File: src/rtl/mem_cycle_ctrl_pkg.sv
// Shared types and constants for the memory cycle controller.
package mem_cycle_ctrl_pkg;

    // Width of the wait-state down-counter; wait parameters must fit in it.
    localparam int unsigned WAIT_W = 4;

    // System memory map (Z80-style 64 KiB space).
    localparam logic [15:0] ROM_BASE = 16'h0000;
    localparam logic [15:0] ROM_LAST = 16'h1FFF;
    localparam logic [15:0] RAM_BASE = 16'h2000;
    localparam logic [15:0] RAM_LAST = 16'hDFFF;
    localparam logic [15:0] VGA_BASE = 16'hE000;
    localparam logic [15:0] VGA_LAST = 16'hFFFF;

    typedef enum logic [2:0] {
        ST_IDLE,
        ST_WAIT,
        ST_ACCESS,
        ST_CAPTURE,
        ST_HOLD
    } state_t;

    typedef enum logic [1:0] {
        RGN_NONE,
        RGN_ROM,
        RGN_RAM,
        RGN_VGA
    } region_t;

    // Region chosen by fixed priority ROM > VGA > RAM.
    function automatic region_t pick_region(input logic rom_sel,
                                            input logic vga_sel,
                                            input logic ram_sel);
        if (rom_sel)      return RGN_ROM;
        else if (vga_sel) return RGN_VGA;
        else if (ram_sel) return RGN_RAM;
        else              return RGN_NONE;
    endfunction

endpackage

File: src/rtl/wait_counter.sv
// Loadable 4-bit wait-state down-counter with clear; flags the final wait cycle.
module wait_counter
    import mem_cycle_ctrl_pkg::*;
(
    input  logic              clk_i,
    input  logic              rst_ni,
    input  logic              load_i,
    input  logic [WAIT_W-1:0] load_val_i,
    input  logic              dec_i,
    input  logic              clr_i,
    output logic              last_o
);

    logic [WAIT_W-1:0] cnt_q;
    logic [WAIT_W-1:0] cnt_d;

    // Next count: clear beats load beats decrement; never wraps below zero.
    always_comb begin
        cnt_d = cnt_q;
        if (clr_i) begin
            cnt_d = '0;
        end else if (load_i) begin
            cnt_d = load_val_i;
        end else if (dec_i && (cnt_q != '0)) begin
            cnt_d = cnt_q - 1'b1;
        end
    end

    // Counter register.
    always_ff @(posedge clk_i or negedge rst_ni) begin
        if (!rst_ni) begin
            cnt_q <= '0;
        end else begin
            cnt_q <= cnt_d;
        end
    end

    assign last_o = (cnt_q == WAIT_W'(1));

endmodule

File: src/rtl/mem_cycle_ctrl.sv
// Memory cycle controller: inserts per-region wait states, strobes the
// selected memory once, captures read data and holds CPU WAIT until done.
module mem_cycle_ctrl
    import mem_cycle_ctrl_pkg::*;
#(
    parameter int unsigned ROM_WAIT = 1,
    parameter int unsigned RAM_WAIT = 0,
    parameter int unsigned VGA_WAIT = 2
) (
    input  logic       clock,
    input  logic       n_reset,
    input  logic       rom_cs,
    input  logic       ram_cs,
    input  logic       vgaRam_cs,
    input  logic       memwrite,
    input  logic [7:0] rom_dout,
    input  logic [7:0] ram_dout,
    input  logic [7:0] vga_dout,
    output logic       cpu_wait_n,
    output logic       rom_en,
    output logic       ram_en,
    output logic       vga_en,
    output logic       ram_we,
    output logic       vga_we,
    output logic [7:0] data_out,
    output logic       data_valid
);

    // Wait values are truncated to the counter width; larger values are a
    // configuration error.
    localparam logic [WAIT_W-1:0] ROM_WAIT_C = WAIT_W'(ROM_WAIT);
    localparam logic [WAIT_W-1:0] RAM_WAIT_C = WAIT_W'(RAM_WAIT);
    localparam logic [WAIT_W-1:0] VGA_WAIT_C = WAIT_W'(VGA_WAIT);

    state_t      state_q,  state_d;
    region_t     region_q, region_d;
    logic        write_q,  write_d;
    logic [7:0]  data_q,   data_d;
    logic        valid_q,  valid_d;

    logic              any_cs;
    region_t           sel_region;
    logic [WAIT_W-1:0] sel_wait;
    logic              cnt_load;
    logic              cnt_dec;
    logic              cnt_clr;
    logic              cnt_last;

    assign any_cs     = rom_cs | ram_cs | vgaRam_cs;
    assign sel_region = pick_region(rom_cs, vgaRam_cs, ram_cs);

    // Wait-state count for the region currently being selected.
    always_comb begin
        sel_wait = '0;
        case (sel_region)
            RGN_ROM: sel_wait = ROM_WAIT_C;
            RGN_RAM: sel_wait = RAM_WAIT_C;
            RGN_VGA: sel_wait = VGA_WAIT_C;
            default: sel_wait = '0;
        endcase
    end

    wait_counter u_wait_counter (
        .clk_i      (clock),
        .rst_ni     (n_reset),
        .load_i     (cnt_load),
        .load_val_i (sel_wait),
        .dec_i      (cnt_dec),
        .clr_i      (cnt_clr),
        .last_o     (cnt_last)
    );

    // Next-state, cycle latch and read-data capture.
    always_comb begin
        state_d  = state_q;
        region_d = region_q;
        write_d  = write_q;
        data_d   = data_q;
        valid_d  = valid_q;
        cnt_load = 1'b0;
        cnt_dec  = 1'b0;
        cnt_clr  = 1'b0;
        case (state_q)
            ST_IDLE: begin
                if (any_cs) begin
                    region_d = sel_region;
                    write_d  = memwrite;
                    cnt_load = 1'b1;
                    state_d  = (sel_wait != '0) ? ST_WAIT : ST_ACCESS;
                end
            end
            ST_WAIT: begin
                // An abandoned cycle leaves without touching any memory.
                if (!any_cs) begin
                    cnt_clr  = 1'b1;
                    region_d = RGN_NONE;
                    state_d  = ST_IDLE;
                end else begin
                    cnt_dec = 1'b1;
                    if (cnt_last) begin
                        state_d = ST_ACCESS;
                    end
                end
            end
            ST_ACCESS: begin
                state_d = ST_CAPTURE;
            end
            ST_CAPTURE: begin
                if (!write_q) begin
                    valid_d = 1'b1;
                    case (region_q)
                        RGN_ROM: data_d = rom_dout;
                        RGN_RAM: data_d = ram_dout;
                        RGN_VGA: data_d = vga_dout;
                        default: data_d = data_q;
                    endcase
                end
                state_d = ST_HOLD;
            end
            ST_HOLD: begin
                if (!any_cs) begin
                    valid_d  = 1'b0;
                    region_d = RGN_NONE;
                    state_d  = ST_IDLE;
                end
            end
            default: begin
                state_d = ST_IDLE;
            end
        endcase
    end

    // State and cycle registers.
    always_ff @(posedge clock or negedge n_reset) begin
        if (!n_reset) begin
            state_q  <= ST_IDLE;
            region_q <= RGN_NONE;
            write_q  <= 1'b0;
            data_q   <= 8'h00;
            valid_q  <= 1'b0;
        end else begin
            state_q  <= state_d;
            region_q <= region_d;
            write_q  <= write_d;
            data_q   <= data_d;
            valid_q  <= valid_d;
        end
    end

    // Strobes and WAIT decoded from registered state only.
    always_comb begin
        cpu_wait_n = 1'b1;
        rom_en     = 1'b0;
        ram_en     = 1'b0;
        vga_en     = 1'b0;
        ram_we     = 1'b0;
        vga_we     = 1'b0;
        case (state_q)
            ST_WAIT, ST_CAPTURE: cpu_wait_n = 1'b0;
            ST_ACCESS: begin
                cpu_wait_n = 1'b0;
                case (region_q)
                    RGN_ROM: rom_en = !write_q;
                    RGN_RAM: begin
                        ram_en = 1'b1;
                        ram_we = write_q;
                    end
                    RGN_VGA: begin
                        vga_en = 1'b1;
                        vga_we = write_q;
                    end
                    default: ;
                endcase
            end
            default: ;
        endcase
    end

    assign data_out   = data_q;
    assign data_valid = valid_q;

endmodule

File: config.mk
export PLATFORM = sky130hd
export DESIGN_NAME = mem_cycle_ctrl
export DESIGN_NICKNAME = d
export VERILOG_FILES = /design/src/rtl/mem_cycle_ctrl_pkg.sv /design/src/rtl/wait_counter.sv /design/src/rtl/mem_cycle_ctrl.sv
export SDC_FILE = /design/constraint.sdc
export NUM_CORES = 1
export LEC_CHECK = 0
export CORE_ASPECT_RATIO = 1.5
export CORE_MARGIN = 3
export CORE_UTILIZATION = 39
export DETAILED_ROUTE_END_ITERATION = 10
export GPL_TIMING_DRIVEN = 0
export PLACE_DENSITY_LB_ADDON = 0.2
export SYNTH_ARGS = -nofsm -noshare
export SYNTH_HDL_FRONTEND = slang
export SYNTH_SLANG_ARGS = --single-unit
File: constraint.sdc
create_clock -name clock -period 1.5 [get_ports clock]
set_input_delay 0.225 -clock clock [delete_from_list [all_inputs] [get_ports clock]]
set_output_delay 0.225 -clock clock [all_outputs]
set_load 0.02 [all_outputs]
==> results.ini, run 1 <==
[layout]
final_cell_area_um2 = 2010
drive_above_1_share_pct = 32.7
layout.nets = 233
insertedDiodeCount = 0
area_growth_pct = 66.8

[sta]
fin_skew_ps = 0.707
finalCritPeriodShare_pct = 105
slew_headroom_pct = 38.6
fmax_mhz = 636
hold_viol_final = 0
layout_min_cycle_time_ps = 1570
fin_ws_ps = -72.9
slew_viol_final = 0
worst_slew_pin_slew_ps = 918
rsz0062_at_grt = yes
setup_viol = 14

[yosys]
ys_seq_elements = 19
synthFlopType = dfrtp_1
yosys_warnings = 0
synth_top_cell_by_area = dfrtp_1
yosys-top-cells-area = dfrtp_1 (39%), mux2_2 (7.5%), mux2i_1 (6.6%), a21oi_1 (6.2%), nor2_1 (5.3%)
ys_types = 34
synth_top_area_share_pct = 39.5
yosysSeqAreaShare_pct = 39.5
postSynth.asyncResetShare_pct = 100
synth.most_common_cell = dfrtp_1
syn_area_um2 = 1200
synth_nets = 169
synth_area_per_cell_um2 = 8.86
synth_common_cells = dfrtp_1 (19), nor2_1 (17), a21oi_1 (15)
synth_edf_count = 0
synthCells = 136

[clock_network]
cts_sinks = 19
h-tree-depth = 1
clk_latency_ps = 250
clk_pin_slew_worst_paths_ps = 70
cts_tree = built
postCtsHoldBufs = 0
cts_buffers = 3
cts_buffer_depth = 2
cts_root_buf = clkbuf_8

[detailed_routing]
wl_per_cell_um = 16.3
wirelength_um = 3870
first_iter_violations = 28
dr_total_vias = 1313
ant_nets = 0
dr.pass1.iters = 4
routed_via_density = 5.52
drc_errors = 0

[power_and_ir_drop]
peakVddDrop_uv = 1420
power.static_leakage_uw = 0.000870
finalPower_uw = 3940
power_density_nw_per_um2 = 1960

[status]
status = finished with violations
violations = negative setup slack

[setup_path]
r2r-start = state_q[0]
crit_required_ps = 1270
cp-end-kind = output port
crit_type = flip-flop to output port
worstSetupStartpointType = flip-flop
reg2reg_to = data_out[6]
reg2reg_depth = 5
crit_fanout = 8
rrSetupSlack_ps = -10
crit_arrival_ps = 1350

[worst_hold_path]
worstHoldEndpoint = region_q[1]
worstHoldStart = ram_cs
hold-path-cell-count = 3
worst_hold_path_type = primary input to flip-flop

[grt]
grt_antenna_before_repair = 0
grt_overflow = 0
grt_pass1_vias = 1307
grt_pass1_wl_um = 6120
grt_start_max_net_pins = 20
track_usage_pct = 20.8

[placed_design]
dp_slack_ps = -638
io_buffer_count = 44
placed_area_um2 = 1720
hpwlAfterDp_um = 2660
gp_congestion = 0.925

[floorplanning]
die_h_um = 74.1
core_um2 = 2940
die_w_um = 51.4
num_rows = 24
initial_utilization_pct = 40.9
dieArea_um2 = 3810
ioPinCount = 45

[job]
maxCapViolations = 0

==> logic make-up (layout without fill, tap and decap cells) <==
kind of cell | count (synthesis) | in the layout | synth area share, %
adder cells (fa/ha/maj) | 3 | 3 | 3.12
flip-flops | 19 | 19 | 39.5
multiplexers | 16 | 16 | 14.1
XOR/XNOR | 1 | 1 | 0.727
AO/OA/AOI/OAI | 38 | 38 | 20.0
buffers and inverters | 16 | 79 | 5.92
AND/OR/NAND/NOR | 43 | 43 | 16.6
==> sequential cells by signal (all words and copies together) (netlist names) <==
register              flops
data_out                  8
u_wait_counter.cnt_q      4
state_q                   3
region_q                  2
data_valid                1
write_q                   1
==> area by class of cell <==
class / count / area, µm²
repair buffers: 60 / 543
inverters: 6 / 25.0
clock buffers: 3 / 41.3
multi-input cells: 101 / 762
well taps: 39 / 48.8
clock inverters: 1 / 5.00
fillers: 248 / 933
plain buffers: 9 / 106
flip-flops and latches: 19 / 478
==> through the flow <==
step	std cells	TNS, ps	hold WS [ps]	utilization (%)
floorplan	136	-448	-70.6	-
global placement	219	-7500	488	58.5
detailed placement	219	-8010	495	58.5
CTS	234	-229	458	66.0
global route	238	-1700	515	68.3
finish	238	-326	476	68.3
==> critical path, stage by stage (launching register included) <==
cell and delay [ps]:
dfrtp_1 380, buf_6 140, inv_4 60, nand2_4 70
nor4_4 260, buf_4 180
==> repair_timing <==
item                       in CTS  in global routing
pin swaps                       3                  1
buffers inserted               12                  4
cloned                          0                  0
setup endpoints to repair      23                 21
gates resized for setup        71                 10
==> where the power goes <==
| group | internal, µW | switching (µW) | leakage (µW) |
|---|---|---|---|
| clock network | 184 | 175 | 0.0000255 |
| logic | 1310 | 1370 | 0.000619 |
| registers | 748 | 154 | 0.000226 |
==> worst max-delay path by stage <==
| stage | cells after the start | to | start |
|---|---|---|---|
| 2_1_floorplan | 3 | vga_we | state_q[0] |
| 3_3_place_gp | 4 | rom_en | region_q[1] |
| 3_5_place_dp | 5 | ram_we | region_q[1] |
| 4_1_cts | 4 | ram_we | state_q[2] |
| 5_1_grt | 5 | vga_we | state_q[2] |
| 6_report | 5 | vga_we | state_q[2] |
==> cells in the final DEF, fill, tap and decap left out, types with 5 or more instances in the layout <==
cell and n:
clkdlybuf4s50_1 35, buf_4 21, dfrtp_1 17, a21oi_1 15, nor2_1 15, nand2_1 8, mux2i_1 8, mux2_2 8
buf_6 6, o21ai_0 6, clkbuf_8 5
==> routing by layer <==
layer  share of wire, %  GRT usage (%)  vias up  wire length, µm
li1                   -              -      611                -
met3                6.4           3.21        7              249
met4                1.6           7.00        0               62
met2                 56           40.9       56             2170
met5                  0              0        -                0
met1                 36           21.9      639             1390
Note: power is estimated with default switching activity, not from simulation.
==> run 2: changes to the inputs <==
ABC_AREA = 1   (was not set)
CORE_UTILIZATION = 45   (was 39)
CTS_CLUSTER_SIZE = 8   (was not set)
DONT_BUFFER_PORTS = 1   (was not set)
==> results.ini, run 2 <==
[grt]
grt_antenna_before_repair = 0  ; unchanged
grt_start_max_net_pins = 20  ; unchanged
track_usage_pct = 20.8  ; about the same
grt_pass1_wl_um = 5180  ; was 6120 µm
grt_pass1_vias = 1222  ; was 1307
grt_overflow = 0  ; unchanged

[clock_network]
clk_pin_slew_worst_paths_ps = 110  ; was 70 ps
cts_sinks = 19  ; unchanged
cts_buffers = 3  ; unchanged
cts_root_buf = clkbuf_4  ; was clkbuf_8
cts_buffer_depth = 2  ; unchanged
clk_latency_ps = 300  ; was 250 ps
h-tree-depth = 1  ; unchanged
cts_tree = built  ; unchanged

[detailed_routing]
dr_total_vias = 1211  ; was 1313
dr.pass1.iters = 4  ; unchanged
wl_per_cell_um = 14.0  ; was 16.3 µm
first_iter_violations = 28  ; unchanged
drc_errors = 0  ; unchanged
ant_nets = 0  ; unchanged
routed_via_density = 5.20  ; was 5.52
wirelength_um = 3260  ; was 3870 µm

[floorplanning]
dieArea_um2 = 3340  ; was 3810 µm²
initial_utilization_pct = 48.0  ; was 40.9%
die_w_um = 48.2  ; was 51.4 µm
ioPinCount = 45  ; unchanged
num_rows = 22  ; was 24
die_h_um = 69.3  ; was 74.1 µm
core_um2 = 2500  ; was 2940 µm²

[sta]
slew_viol_final = 0  ; unchanged
worst_slew_pin_slew_ps = 929  ; was 918 ps
fmax_mhz = 637  ; was 636 MHz
fin_skew_ps = 6.02  ; was 0.707 ps
layout_min_cycle_time_ps = 1570  ; about the same
fin_ws_ps = -70.2  ; was -72.9 ps
hold_viol_final = 0  ; unchanged
setup-tns-final_ps = -156  ; was -326 ps
rsz0062_at_grt = yes  ; unchanged
timing.hold.ws_ps = 48.3  ; was 476 ps
slew_headroom_pct = 37.8  ; was 38.6%
finalCritPeriodShare_pct = 105  ; about the same
setup_viol = 3  ; was 14

[layout]
mostFrequentLayoutCells = nand2_1 (65), nand3_1 (20), inv_1 (17), dfrtp_1 (17), buf_4 (17)  ; was clkdlybuf4s50_1 (35), buf_4 (21), dfrtp_1 (17)
drive_above_1_share_pct = 24.4  ; was 32.7%
final_common_cell = nand2_1  ; was clkdlybuf4s50_1
insertedDiodeCount = 0  ; unchanged
area_growth_pct = 26.5  ; was 66.8%
layout.nets = 231  ; was 233
final_cell_area_um2 = 1520  ; was 2010 µm²
fin_cells = 233  ; was 238
largest_reg_flops = 8  ; unchanged

[setup_path]
crit_type = flip-flop to output port  ; unchanged
rrSetupSlack_ps = 40  ; was -10 ps
cp-end-kind = output port  ; unchanged
reg2reg_depth = 9  ; was 5
crit_arrival_ps = 1350  ; about the same
crit_fanout = 3  ; was 8
reg2reg_to = region_q[1]  ; was data_out[6]
crit_required_ps = 1270  ; about the same
r2r-start = state_q[0]  ; unchanged
worstSetupStartpointType = flip-flop  ; unchanged

[job]
maxCapViolations = 0  ; unchanged

[placed_design]
hpwlAfterDp_um = 2220  ; was 2660 µm
io_buffer_count = 0  ; was 44
gp_congestion = 0.866  ; was 0.925
placed_area_um2 = 1250  ; was 1720 µm²
dp_cells = 211  ; was 219

[yosys]
synth.most_common_cell = nand2_1  ; was dfrtp_1
synth_common_cells = nand2_1 (66), nand3_1 (22), dfrtp_1 (19), inv_1 (19), nor2_1 (11)  ; was dfrtp_1 (19), nor2_1 (17), a21oi_1 (15)
yosys_warnings = 0  ; unchanged
synth_area_per_cell_um2 = 6.87  ; was 8.86 µm²
ys_types = 21  ; was 34
synth_edf_count = 0  ; unchanged
synthFlopType = dfrtp_1  ; unchanged
synth_nets = 208  ; was 169
yosysSeqAreaShare_pct = 39.5  ; about the same
syn_area_um2 = 1200  ; about the same
synth_top_area_share_pct = 39.5  ; about the same
yosys-top-cells-area = dfrtp_1 (40%), nand2_1 (21%), nand3_1 (9.2%), inv_1 (5.9%), o211ai_1 (5.0%)  ; was dfrtp_1 (39%), mux2_2 (7.5%), mux2i_1 (6.6%), a21oi_1 (6.2%), nor2_1 (5.3%)
ys_seq_elements = 19  ; unchanged
synthCells = 175  ; was 136
synth_top_cell_by_area = dfrtp_1  ; unchanged
postSynth.asyncResetShare_pct = 100  ; unchanged

[power_and_ir_drop]
power.static_leakage_uw = 0.000787  ; was 0.000870 µW
p_sw_share_pct = 50.7  ; was 43.1%
peakVddDrop_uv = 1290  ; was 1420 µV
power.share.sequential_pct = 33.3  ; was 22.9%
pwr-share-clk_pct = 7.8  ; was 9.1%
comb_power_share_pct = 58.9  ; was 68.0%
internal_power_uw = 1670  ; was 2240 µW
p_sw_uw = 1710  ; was 1700 µW
power_density_nw_per_um2 = 2220  ; was 1960 nW/µm²

[status]
status = finished with violations  ; unchanged
violations = negative setup slack  ; unchanged

[worst_hold_path]
worstHoldStart = memwrite  ; was ram_cs
hold-path-cell-count = 2  ; was 3
worst_hold_path_type = primary input to flip-flop  ; unchanged
worstHoldEndpoint = write_q  ; was region_q[1]

## run 2: changes by cell type in the layout (fill, tap and decap cells not counted), sizes merged, moves of 3 or more
cell / previous run / this run
nand2: 10 / 69
clkdlybuf4s50: 35 / 0
nand3: 0 / 23
inv: 6 / 23
a21oi: 15 / 0
buf: 29 / 19
mux2: 8 / 0
mux2i: 8 / 0
o211ai: 2 / 8
nor4: 6 / 1
o21ai: 8 / 4
dlygate4sd2: 3 / 0
## run 2: worst max-delay path by stage
stage	end	start	cells past startpoint	slack [ps]
4_1_cts	ram_we	state_q[0]	4	-40
2_1_floorplan	ram_we	region_q[1]	4	20
5_1_grt	rom_en	state_q[2]	3	-100
6_report	rom_en	state_q[0]	3	-70
3_3_place_gp	ram_we	region_q[1]	4	-110
3_5_place_dp	ram_we	region_q[1]	4	-120
## run 2: cell families after synthesis
group                    count (synthesis)  share of synthesized area (%)
AND/OR/NAND/NOR                        113                           40.9
flip-flops                              19                           39.5
XOR/XNOR                                 1                          0.729
buffers and inverters                   26                           8.53
AO/OA/AOI/OAI                           13                           7.18
adder cells (fa/ha/maj)                  3                           3.12
## run 2: layout make-up
| cell class | count | area [µm²] |
|---|---|---|
| clock buffer | 4 | 26.3 |
| fill | 229 | 983 |
| multi-input combinational | 130 | 704 |
| timing repair buffer | 19 | 158 |
| tap | 36 | 45.0 |
| sequential | 19 | 478 |
| inverter | 24 | 95.1 |
| buffer | 1 | 15.0 |
## run 2: metrics by stage
stage          total power [µW]  util [%]  setup slack [ps]
2_1_floorplan              2260         -              18.7
3_3_place_gp               2510      50.1              -112
3_5_place_dp               2570      50.1              -125
4_1_cts                    3220      58.2             -35.4
5_1_grt                    3690      60.7             -98.0
6_report                   3380      60.7             -70.2
## run 2: critical path: stages (launching register included)
cell and delay (ps):
dfrtp_1 420, inv_2 100, nand3_4 110, nor4_4 420
## run 2: power groups by stage
stage | Sequential (µW) | Combinational (µW) | Clock [µW]
2_1_floorplan | 1070 | 1190 | 0
3_3_place_gp | 1110 | 1410 | 0
3_5_place_dp | 1120 | 1450 | 0
4_1_cts | 1120 | 1830 | 269
5_1_grt | 1160 | 2240 | 293
6_report | 1130 | 1990 | 264
## run 2: what timing repair did
| action | CTS | global route |
|---|---|---|
| pin swaps | 3 | 4 |
| gates resized for setup | 15 | 8 |
| hold buffers | 1 | 0 |
| buffers inserted | 13 | 5 |
| gates cloned | 0 | 0 |
| hold endpoints to repair | 19 | 0 |
| setup endpoints to repair | 5 | 18 |
## run 2: per-layer routing
metal,wire length [µm],global-route usage [%],share of wire (%)
met1,1250,22.7,38
met2,1740,35.3,53
met3,132,2.34,4.1
met4,133,11.7,4.1
met5,0,0,0
